**src/rtl/readout_pkg.sv**
```systemverilog
// Shared definitions for the pixel readout sequencer: FSM states,
// default timing constants and a small sizing helper.
package readout_pkg;

  typedef enum logic [1:0] {
    IDLE,
    ERASE,
    EXPOSE,
    READ
  } state_e;

  localparam int DEF_NUM_ROWS    = 2;
  localparam int DEF_EXP_W       = 5;
  localparam int DEF_EXP_MIN     = 2;
  localparam int DEF_EXP_MAX     = 30;
  localparam int DEF_EXP_DEFAULT = 16;
  localparam int DEF_ERASE_CYC   = 2;
  localparam int DEF_ADC_CYC     = 9;

  function automatic int maxOf3(input int a, input int b, input int c);
    int m;
    m = (a > b) ? a : b;
    return (m > c) ? m : c;
  endfunction

endpackage

```
**src/rtl/exposure_register.sv**
```systemverilog
// Saturating up/down exposure-time register; only moves when enabled,
// and holds when both or neither direction is requested.
module exposure_register #(
  parameter int EXP_W       = 5,
  parameter int EXP_MIN     = 2,
  parameter int EXP_MAX     = 30,
  parameter int EXP_DEFAULT = 16
) (
  input  logic             Clk,
  input  logic             Reset,
  input  logic             enable_i,
  input  logic             inc_i,
  input  logic             dec_i,
  output logic [EXP_W-1:0] exp_o
);

  localparam logic [EXP_W-1:0] MIN_V = EXP_W'(EXP_MIN);
  localparam logic [EXP_W-1:0] MAX_V = EXP_W'(EXP_MAX);
  localparam logic [EXP_W-1:0] DEF_V = EXP_W'(EXP_DEFAULT);

  logic [EXP_W-1:0] exp_q;
  logic [EXP_W-1:0] exp_d;

  always_comb begin
    exp_d = exp_q;
    if (enable_i && inc_i && !dec_i && (exp_q < MAX_V)) begin
      exp_d = exp_q + 1'b1;
    end else if (enable_i && dec_i && !inc_i && (exp_q > MIN_V)) begin
      exp_d = exp_q - 1'b1;
    end
  end

  always_ff @(posedge Clk or negedge Reset) begin
    if (!Reset) begin
      exp_q <= DEF_V;
    end else begin
      exp_q <= exp_d;
    end
  end

  assign exp_o = exp_q;

endmodule

```
**src/rtl/readout_sequencer.sv**
```systemverilog
// Frame sequencer for the pixel array: erase, expose, then read each row
// with a one-cold active-low enable and a centred ADC window.
module readout_sequencer
  import readout_pkg::*;
#(
  parameter int NUM_ROWS    = DEF_NUM_ROWS,
  parameter int EXP_W       = DEF_EXP_W,
  parameter int EXP_MIN     = DEF_EXP_MIN,
  parameter int EXP_MAX     = DEF_EXP_MAX,
  parameter int EXP_DEFAULT = DEF_EXP_DEFAULT,
  parameter int ERASE_CYC   = DEF_ERASE_CYC,
  parameter int ADC_CYC     = DEF_ADC_CYC
) (
  input  logic                Clk,
  input  logic                Reset,
  input  logic                Exp_increase,
  input  logic                Exp_decrease,
  input  logic                Init,
  output logic                Erase,
  output logic                Expose,
  output logic [NUM_ROWS-1:0] NRE,
  output logic                ADC,
  output logic [EXP_W-1:0]    Exp_time,
  output logic                Busy,
  output logic                Frame_done
);

  localparam int PH_MAX = maxOf3(ERASE_CYC, EXP_MAX, ADC_CYC + 2);
  localparam int PH_W   = (PH_MAX > 1) ? $clog2(PH_MAX) : 1;
  localparam int ROW_W  = (NUM_ROWS > 1) ? $clog2(NUM_ROWS) : 1;

  localparam logic [PH_W-1:0]  ERASE_LAST = PH_W'(ERASE_CYC - 1);
  localparam logic [PH_W-1:0]  ADC_LAST   = PH_W'(ADC_CYC);
  localparam logic [PH_W-1:0]  READ_LAST  = PH_W'(ADC_CYC + 1);
  localparam logic [ROW_W-1:0] LAST_ROW   = ROW_W'(NUM_ROWS - 1);

  state_e              state_q;
  logic [PH_W-1:0]     phase_q;
  logic [ROW_W-1:0]    row_q;
  logic                erase_q;
  logic                expose_q;
  logic [NUM_ROWS-1:0] nre_q;
  logic                adc_q;
  logic                busy_q;
  logic                frameDone_q;
  logic                expEnable;
  logic [PH_W-1:0]     expLast;

  function automatic logic [NUM_ROWS-1:0] oneCold(input logic [ROW_W-1:0] r);
    return ~(NUM_ROWS'(1) << r);
  endfunction

  // Init takes priority over the buttons, and the register is frozen for the
  // whole frame, so Exp_time doubles as the exposure latched at frame start.
  assign expEnable = (state_q == IDLE) && !Init;
  assign expLast   = PH_W'(Exp_time - 1'b1);

  exposure_register #(
    .EXP_W      (EXP_W),
    .EXP_MIN    (EXP_MIN),
    .EXP_MAX    (EXP_MAX),
    .EXP_DEFAULT(EXP_DEFAULT)
  ) u_exposure (
    .Clk     (Clk),
    .Reset   (Reset),
    .enable_i(expEnable),
    .inc_i   (Exp_increase),
    .dec_i   (Exp_decrease),
    .exp_o   (Exp_time)
  );

  always_ff @(posedge Clk or negedge Reset) begin
    if (!Reset) begin
      state_q     <= IDLE;
      phase_q     <= '0;
      row_q       <= '0;
      erase_q     <= 1'b0;
      expose_q    <= 1'b0;
      nre_q       <= '1;
      adc_q       <= 1'b0;
      busy_q      <= 1'b0;
      frameDone_q <= 1'b0;
    end else begin
      frameDone_q <= 1'b0;
      case (state_q)
        IDLE: begin
          if (Init) begin
            state_q <= ERASE;
            erase_q <= 1'b1;
            busy_q  <= 1'b1;
            phase_q <= '0;
          end
        end
        ERASE: begin
          if (phase_q == ERASE_LAST) begin
            state_q  <= EXPOSE;
            erase_q  <= 1'b0;
            expose_q <= 1'b1;
            phase_q  <= '0;
          end else begin
            phase_q <= phase_q + 1'b1;
          end
        end
        EXPOSE: begin
          if (phase_q == expLast) begin
            state_q  <= READ;
            expose_q <= 1'b0;
            row_q    <= '0;
            nre_q    <= oneCold('0);
            phase_q  <= '0;
          end else begin
            phase_q <= phase_q + 1'b1;
          end
        end
        // Each row window is one setup cycle, ADC_CYC conversion cycles, one hold cycle.
        READ: begin
          if (phase_q == READ_LAST) begin
            phase_q <= '0;
            if (row_q == LAST_ROW) begin
              state_q     <= IDLE;
              row_q       <= '0;
              nre_q       <= '1;
              busy_q      <= 1'b0;
              frameDone_q <= 1'b1;
            end else begin
              row_q <= row_q + 1'b1;
              nre_q <= oneCold(row_q + 1'b1);
            end
          end else begin
            phase_q <= phase_q + 1'b1;
            adc_q   <= (phase_q < ADC_LAST);
          end
        end
        default: state_q <= IDLE;
      endcase
    end
  end

  assign Erase      = erase_q;
  assign Expose     = expose_q;
  assign NRE        = nre_q;
  assign ADC        = adc_q;
  assign Busy       = busy_q;
  assign Frame_done = frameDone_q;

endmodule
```
**config.mk**
```make
export PLATFORM = sky130hd
export DESIGN_NAME = readout_sequencer
export DESIGN_NICKNAME = d
export VERILOG_FILES = /design/src/rtl/readout_pkg.sv /design/src/rtl/exposure_register.sv /design/src/rtl/readout_sequencer.sv
export SDC_FILE = /design/constraint.sdc
export NUM_CORES = 1
export LEC_CHECK = 0
export ABC_AREA = 1
export ABC_CLOCK_PERIOD_IN_PS = 1700
export BUFFER_PORTS_ARGS = -buffer_cell sky130_fd_sc_hd__buf_2
export CAP_MARGIN = 25
export CORE_UTILIZATION = 35
export CTS_BUF_LIST = sky130_fd_sc_hd__clkbuf_4 sky130_fd_sc_hd__clkbuf_8
export CTS_CLUSTER_SIZE = 25
export DETAILED_ROUTE_END_ITERATION = 10
export PLACE_DENSITY_LB_ADDON = 0.05
export SLEW_MARGIN = 5
export SYNTH_ARGS = -nofsm -noshare
export SYNTH_HDL_FRONTEND = slang
export SYNTH_SLANG_ARGS = --single-unit
```
**constraint.sdc**
```tcl
create_clock -name Clk -period 1.7 [get_ports Clk]
set_input_delay 0.34 -clock Clk [delete_from_list [all_inputs] [get_ports Clk]]
set_output_delay 0.34 -clock Clk [all_outputs]
set_load 0.02 [all_outputs]
```
## After elaboration in Yosys (flattened, before gate mapping)

Index checks and enable logic that the tools add are counted.
W data, S select, Z words.

| word-level totals | value |
|---|---|
| output and inout port bits | 12 |
| word-level logic and storage cells | 85 |
| register bits after elaboration | 20 |

| cells by class | value |
|---|---|
| add/sub/neg operators | 4 |
| shift operators | 1 |
| bitwise logic cells | 2 |
| reductions and logical operators | 22 |
| equal/unequal tests | 11 |
| order comparisons | 3 |
| muxes and demuxes | 32 |

Operators with widths:

| kind | count |
|---|---|
| $mux W5 | 6 |
| $pmux W5 S4 | 1 |
| $mux W2 | 8 |
| $mux W1 | 11 |
| $add A5 B1 Y5 const B | 2 |
| $ne A2 B2 Y1 const B | 5 |
| $reduce_bool A2 Y1 | 5 |
| $reduce_and A3 Y1 | 3 |
| $pmux W1 S2 | 4 |
| $pmux W2 S4 | 1 |
| $logic_and A1 B1 Y1 | 7 |
| $eq A5 B1 Y1 const B | 1 |
| $eq A5 B4 Y1 const B | 1 |
| $eq A5 B5 Y1 | 1 |
| $gt A5 B2 Y1 const B | 1 |
| $lt A5 B4 Y1 const B | 1 |
| $lt A5 B5 Y1 const B | 1 |
| $reduce_and A5 Y1 | 1 |
| $sub A5 B1 Y5 const B | 1 |
| $eq A2 B2 Y1 const B | 2 |
| $pmux W2 S2 | 1 |
| $reduce_and A4 Y1 | 1 |
| $logic_not A1 Y1 | 3 |
| $eq A2 B1 Y1 const B | 1 |
| other kinds (6) | 6 |

## Logic depth before layout (Yosys ltp)

| logic depth | value |
|---|---|
| depth after elaboration | 7 |
| depth in mapped cells | 12 |
| depth with buffers taken out | 12 |

## Cells and area by module

A second synthesis with hierarchy kept.

| unflattened totals | value |
|---|---|
| cell total of the unflattened synthesis | 203 |
| area total of the unflattened synthesis | 1437.6 sq um |

Modules (own cells, without submodules):

| module | times used | cells an instance | sequential area each (sq um) | area each (sq um) |
|---|---|---|---|---|
| readout_sequencer | 1 | 144 | 377.9 | 1013.5 |
| exposure_register | 1 | 59 | 126.4 | 424.2 |

## Worst setup path after synthesis

Ideal clock, no wire load.

| timing | value |
|---|---|
| path type | register to register |
| start | reg u_exposure.exp_q[0] (netlist: u_exposure.exp_o[0]) |
| end | reg phase_q[0] |
| arrival | 1885 ps |
| stages on the path, launching flop included | 13 |
| buffers on the path | 0 |
| period minus slack after synthesis | 2002 ps |
| path slack | -302 ps |
| data required time | 1583 ps |
| cells stage by stage | dfrtp_1 > inv_1 > ha_1 > nand2_1 > inv_1 > nor2_1 > nand2_1 > nor2_1 > nand2_1 > o21ai_4 > nand3_4 > nand2_1 > nand2_1 |

| on the way | value |
|---|---|
| word-level cells in the longest chain between the ends | 4 |

RTL lines:

| element | RTL line | RTL |
|---|---|---|
| start: declaration | exposure_register.sv:21 | `logic [EXP_W-1:0] exp_q;` |
| start signal: assignment | exposure_register.sv:37 | `exp_q <= exp_d;` |
| $sub A5 B1 Y5 | readout_sequencer.sv:56 | `assign expLast = PH_W'(Exp_time - 1'b1);` |
| $eq A5 B5 Y1 | readout_sequencer.sv:105 | `if (phase_q == expLast) begin` |
| $mux W5 | readout_sequencer.sv:105 |  |
| $pmux W5 S4 | readout_sequencer.sv:85 | `case (state_q)` |
| end signal: assignment | readout_sequencer.sv:101 | `phase_q <= phase_q + 1'b1;` |
| end signal: assignment | readout_sequencer.sv:112 | `phase_q <= phase_q + 1'b1;` |
| end signal: assignment | readout_sequencer.sv:130 | `phase_q <= phase_q + 1'b1;` |
| end: declaration | readout_sequencer.sv:38 | `logic [PH_W-1:0] phase_q;` |

Every way passes these cells.
A chain may end at the register's enable or synchronous reset.

## Worst setup path in the final report

| timing | value |
|---|---|
| start | reg u_exposure.exp_q[1] (netlist: u_exposure.exp_o[1]) |
| end | reg row_q |

| on the way | value |
|---|---|
| word-level cells in the longest chain between the ends | 4 |

RTL lines:

| element | RTL line | RTL |
|---|---|---|
| $sub A5 B1 Y5 | readout_sequencer.sv:56 |  |
| $eq A5 B5 Y1 | readout_sequencer.sv:105 |  |
| $ne A2 B2 Y1 (no line) | - |  |
| $reduce_and A3 Y1 (no line) | - |  |
| end signal: assignment | readout_sequencer.sv:126 | `row_q <= row_q + 1'b1;` |
| end: declaration | readout_sequencer.sv:39 | `logic [ROW_W-1:0] row_q;` |

Every way passes these cells.

==> results.yml <==
synthesis:
  ys_seq_area_frac: 0.3637
  synth_area_leader_cell: "dfrtp_1"
  yosysTopAreaCellShare: 0.3069
  yosys_warnings: 0
  syn_nets: 194
  synth_edf_count: 0
  yosys-top-cells-area: "dfrtp_1 31%, nand2_1 13%, ha_1 9.0%"
  ys_ff_latch: 20
  syn_avg_cell_area_um2: 7.745
  synth.distinct_cells: 29
  synth-async-reset-ratio: 1.000
  post_synth_inst_count: 179
  netlist_area_um2: 1386
  ys.flop_type: "dfrtp_1"
power:
  p_comb_frac: 0.623
  p_sw_w: 0.001699
  switching_share: 0.4646
  internal_power_w: 0.001958
  p_leak_nw: 0.8856
  p_clk_frac: 0.134
  pwr-share-seq: 0.243
  p_total_w: 0.003657
  vdd_drop_max_v: 0.0006527
  powerDensity_nw_per_um2: 2047
placed_design:
  dp_cells: 253
  io_buffers: 16
  place_ws_ns: -0.03657
  gp_congestion: 0.8070
  dp.final_hpwl_um: 2479
clock_network:
  root_buffer: "clkbuf_8"
  clock-sinks: 20
  cts_tree: "built"
  cts_buffers: 3
  cts_hold_buf: 0
  clockBufferDepth: 2
  cts_htree_levels: 1
  clk_latency_ns: 0.27
  cts.clk_slew.worst_paths_ns: 0.09
hold_path:
  holdCritPathClass: "in -> async"
outcome:
  status: "finished with violations"
  violations: "setup timing"
layout:
  area_growth_pct: 28.88
  layoutNonFillerInstCount: 261
  diodes: 0
  fillCellCount: 366
  design.final.nets: 229
  drive_above_1_share: 0.3380
flow_run:
  maxCapViolations: 0
worst_setup_path:
  worstSetupPathType: "reg -> reg"
  reg2reg_depth: 13
  cp_data_arrival_time_ns: 1.94
  cp_data_required_time_ns: 1.87
  path_buf_inv: 3
  r2r-start: "u_exposure.exp_o[1]"
  reg2reg_to: "row_q"
  crit_chain: "inv_2 > ha_4 > nand2_2 > inv_2 > nor2_2 > nand2_1 > nor2_1 > nand2_1 > o21ai_4 > buf_12 > nand2_8 > nand2_2 > o21ai_2"
  crit_path_end_kind: "flip-flop"
  path_max_fanout: 6
  ff2ff_setup_slack_ns: -0.07
  crit_slowest_cell: "dfrtp_2"
  critPathMaxStageDelay_ns: 0.41
  critical_path.top_delay_family: "simple AND/OR/NAND/NOR gates"
  crit_path_start_kind: "flip-flop"
global_routing:
  antenna_found_initial: 0
  grt_max_degree: 21
  grt_pass1_vias: 1199
  gr-total-overflow: 0
  grt_pass1_wl_um: 5575
  track_usage: 0.1734
detailed_routing:
  drt_iter0_drc: 71
  first_pass_iters: 4
  viasPerCell: 4.785
  wl_um: 3336
  vias: 1249
  antenna_left: 0
  wl_per_cell_um: 12.78
  drc_errors: 0
sta:
  fin_ws_ns: -0.07155
  slew_headroom: 0.5884
  clock.fmax_mhz: 564.5
  fin_tns_setup_ns: -0.2333
  finClkSkew_ns: 0.009103
  hold_viol: 0
  period_minus_slack_ns: 1.772
  tightest_slew_ns: 0.6109
  drv_slew: 0
  rsz0062_at_grt: "yes"
  finalCritPeriodShare: 1.042
  setup_viol: 6
die:
  die_h_um: 64.94
  dieArea_um2: 4217
  die_w_um: 64.94
  core-area_um2: 3716
  ios: 17
  num_rows: 22
  start_util: 0.3731
-- worst register-to-register path, stage by stage, from the launching register on --
cell,delay (ns)
dfrtp_2,0.41
inv_2,0.08
ha_4,0.21
nand2_2,0.06
inv_2,0.03
nor2_2,0.09
nand2_1,0.05
nor2_1,0.10
nand2_1,0.09
o21ai_4,0.20
buf_12,0.16
nand2_8,0.07
nand2_2,0.10
o21ai_2,0.05
-- area by class of cell --
type,count,area (um2),area share
flip-flops and latches,20,506.7,0.2836
well taps,48,60.06,0.03361
clock inverters,1,30.03,0.01681
inverters,24,92.59,0.05182
repair buffers,32,212.7,0.1190
clock buffers,3,41.29,0.02311
multi-input cells,133,843.3,0.4720
-- stage by stage --
stage | util | hold WS [ns] | cell area (um2)
2_1_floorplan | - | 0.04441 | 1404
3_3_place_gp | 0.4354 | 0.3175 | 1618
3_5_place_dp | 0.4354 | 0.3282 | 1618
4_1_cts | 0.4620 | 0.03202 | 1717
5_1_grt | 0.4808 | 0.05962 | 1787
6_report | 0.4808 | 0.01759 | 1787
-- state kept, by name, indices dropped and copies added, names as in the netlist --
name / flops
row_q: 1
Busy: 1
phase_q: 5
u_exposure.exp_o: 5
ADC: 1
Frame_done: 1
Expose: 1
state_q: 2
Erase: 1
NRE: 2
-- power by group through the flow --
stage	clock network (W)	registers, W	logic, W
6_report	0.000490	0.000888	0.00228
5_1_grt	0.000515	0.000918	0.00253
4_1_cts	0.000507	0.000881	0.00212
3_5_place_dp	0	0.000890	0.00205
3_3_place_gp	0	0.000884	0.00203
2_1_floorplan	0	0.00102	0.00127
-- kinds of logic after synthesis --
group | synth area share
xor+xnor | 0.03791
compound gates | 0.1011
buf+inv | 0.07671
flops | 0.3637
simple gates | 0.3303
fa+ha+maj | 0.09025
-- how the worst max path moves through the flow --
| stage | startpoint | endpoint | slack [ns] | depth (start not counted) |
|---|---|---|---|---|
| CTS | u_exposure.exp_o[0] | state_q[1] | -0.05 | 13 |
| global placement | u_exposure.exp_o[0] | phase_q[3] | -0.02 | 12 |
| floorplan | u_exposure.exp_o[0] | phase_q[0] | -0.03 | 12 |
| finish | u_exposure.exp_o[1] | row_q | -0.07 | 13 |
| global route | u_exposure.exp_o[1] | row_q | -0.20 | 13 |
| detailed placement | u_exposure.exp_o[0] | phase_q[0] | -0.04 | 12 |
-- cell usage in the layout (no fill, tap or decap), drive strengths merged --
cell type	instances
xor2	6
o21ai	10
a21oi	3
o211ai	3
inv	24
a31oi	3
o31ai	1
dfstp	3
clkbuf	3
nand2	53
bufinv	1
dfrtp	17
nand3	19
nand3b	1
nor2	16
o22ai	1
nand4	4
or2	1
o221ai	1
buf	32
ha	10
nor3	1
-- cell usage after synthesis, drive strengths merged, types with 4 or more instances --
cell type,count
dfrtp,17
ha,10
inv,24
nand2,53
nand3,19
nand4,4
nor2,16
o21ai,10
xor2,6
-- per-layer routing --
layer | up-vias | wire length (um) | track usage | share of wire
met1 | 578 | 1674 | 0.2326 | 0.50
met2 | 20 | 1508 | 0.2786 | 0.45
li1 | 649 | - | - | -
met3 | 2 | 129 | 0.02817 | 0.039
met5 | - | 0 | 0 | 0
met4 | 0 | 23 | 0.06111 | 0.0069
-- repair_timing --
action | in CTS | in global routing
pin swaps | 3 | 15
endpoints found under the hold margin | 0 | 0
gates resized for setup | 0 | 18
setup buffers | 2 | 3
setup endpoints to repair | 9 | 16
cloned | 0 | 0
(Power assumes the default switching activity.)
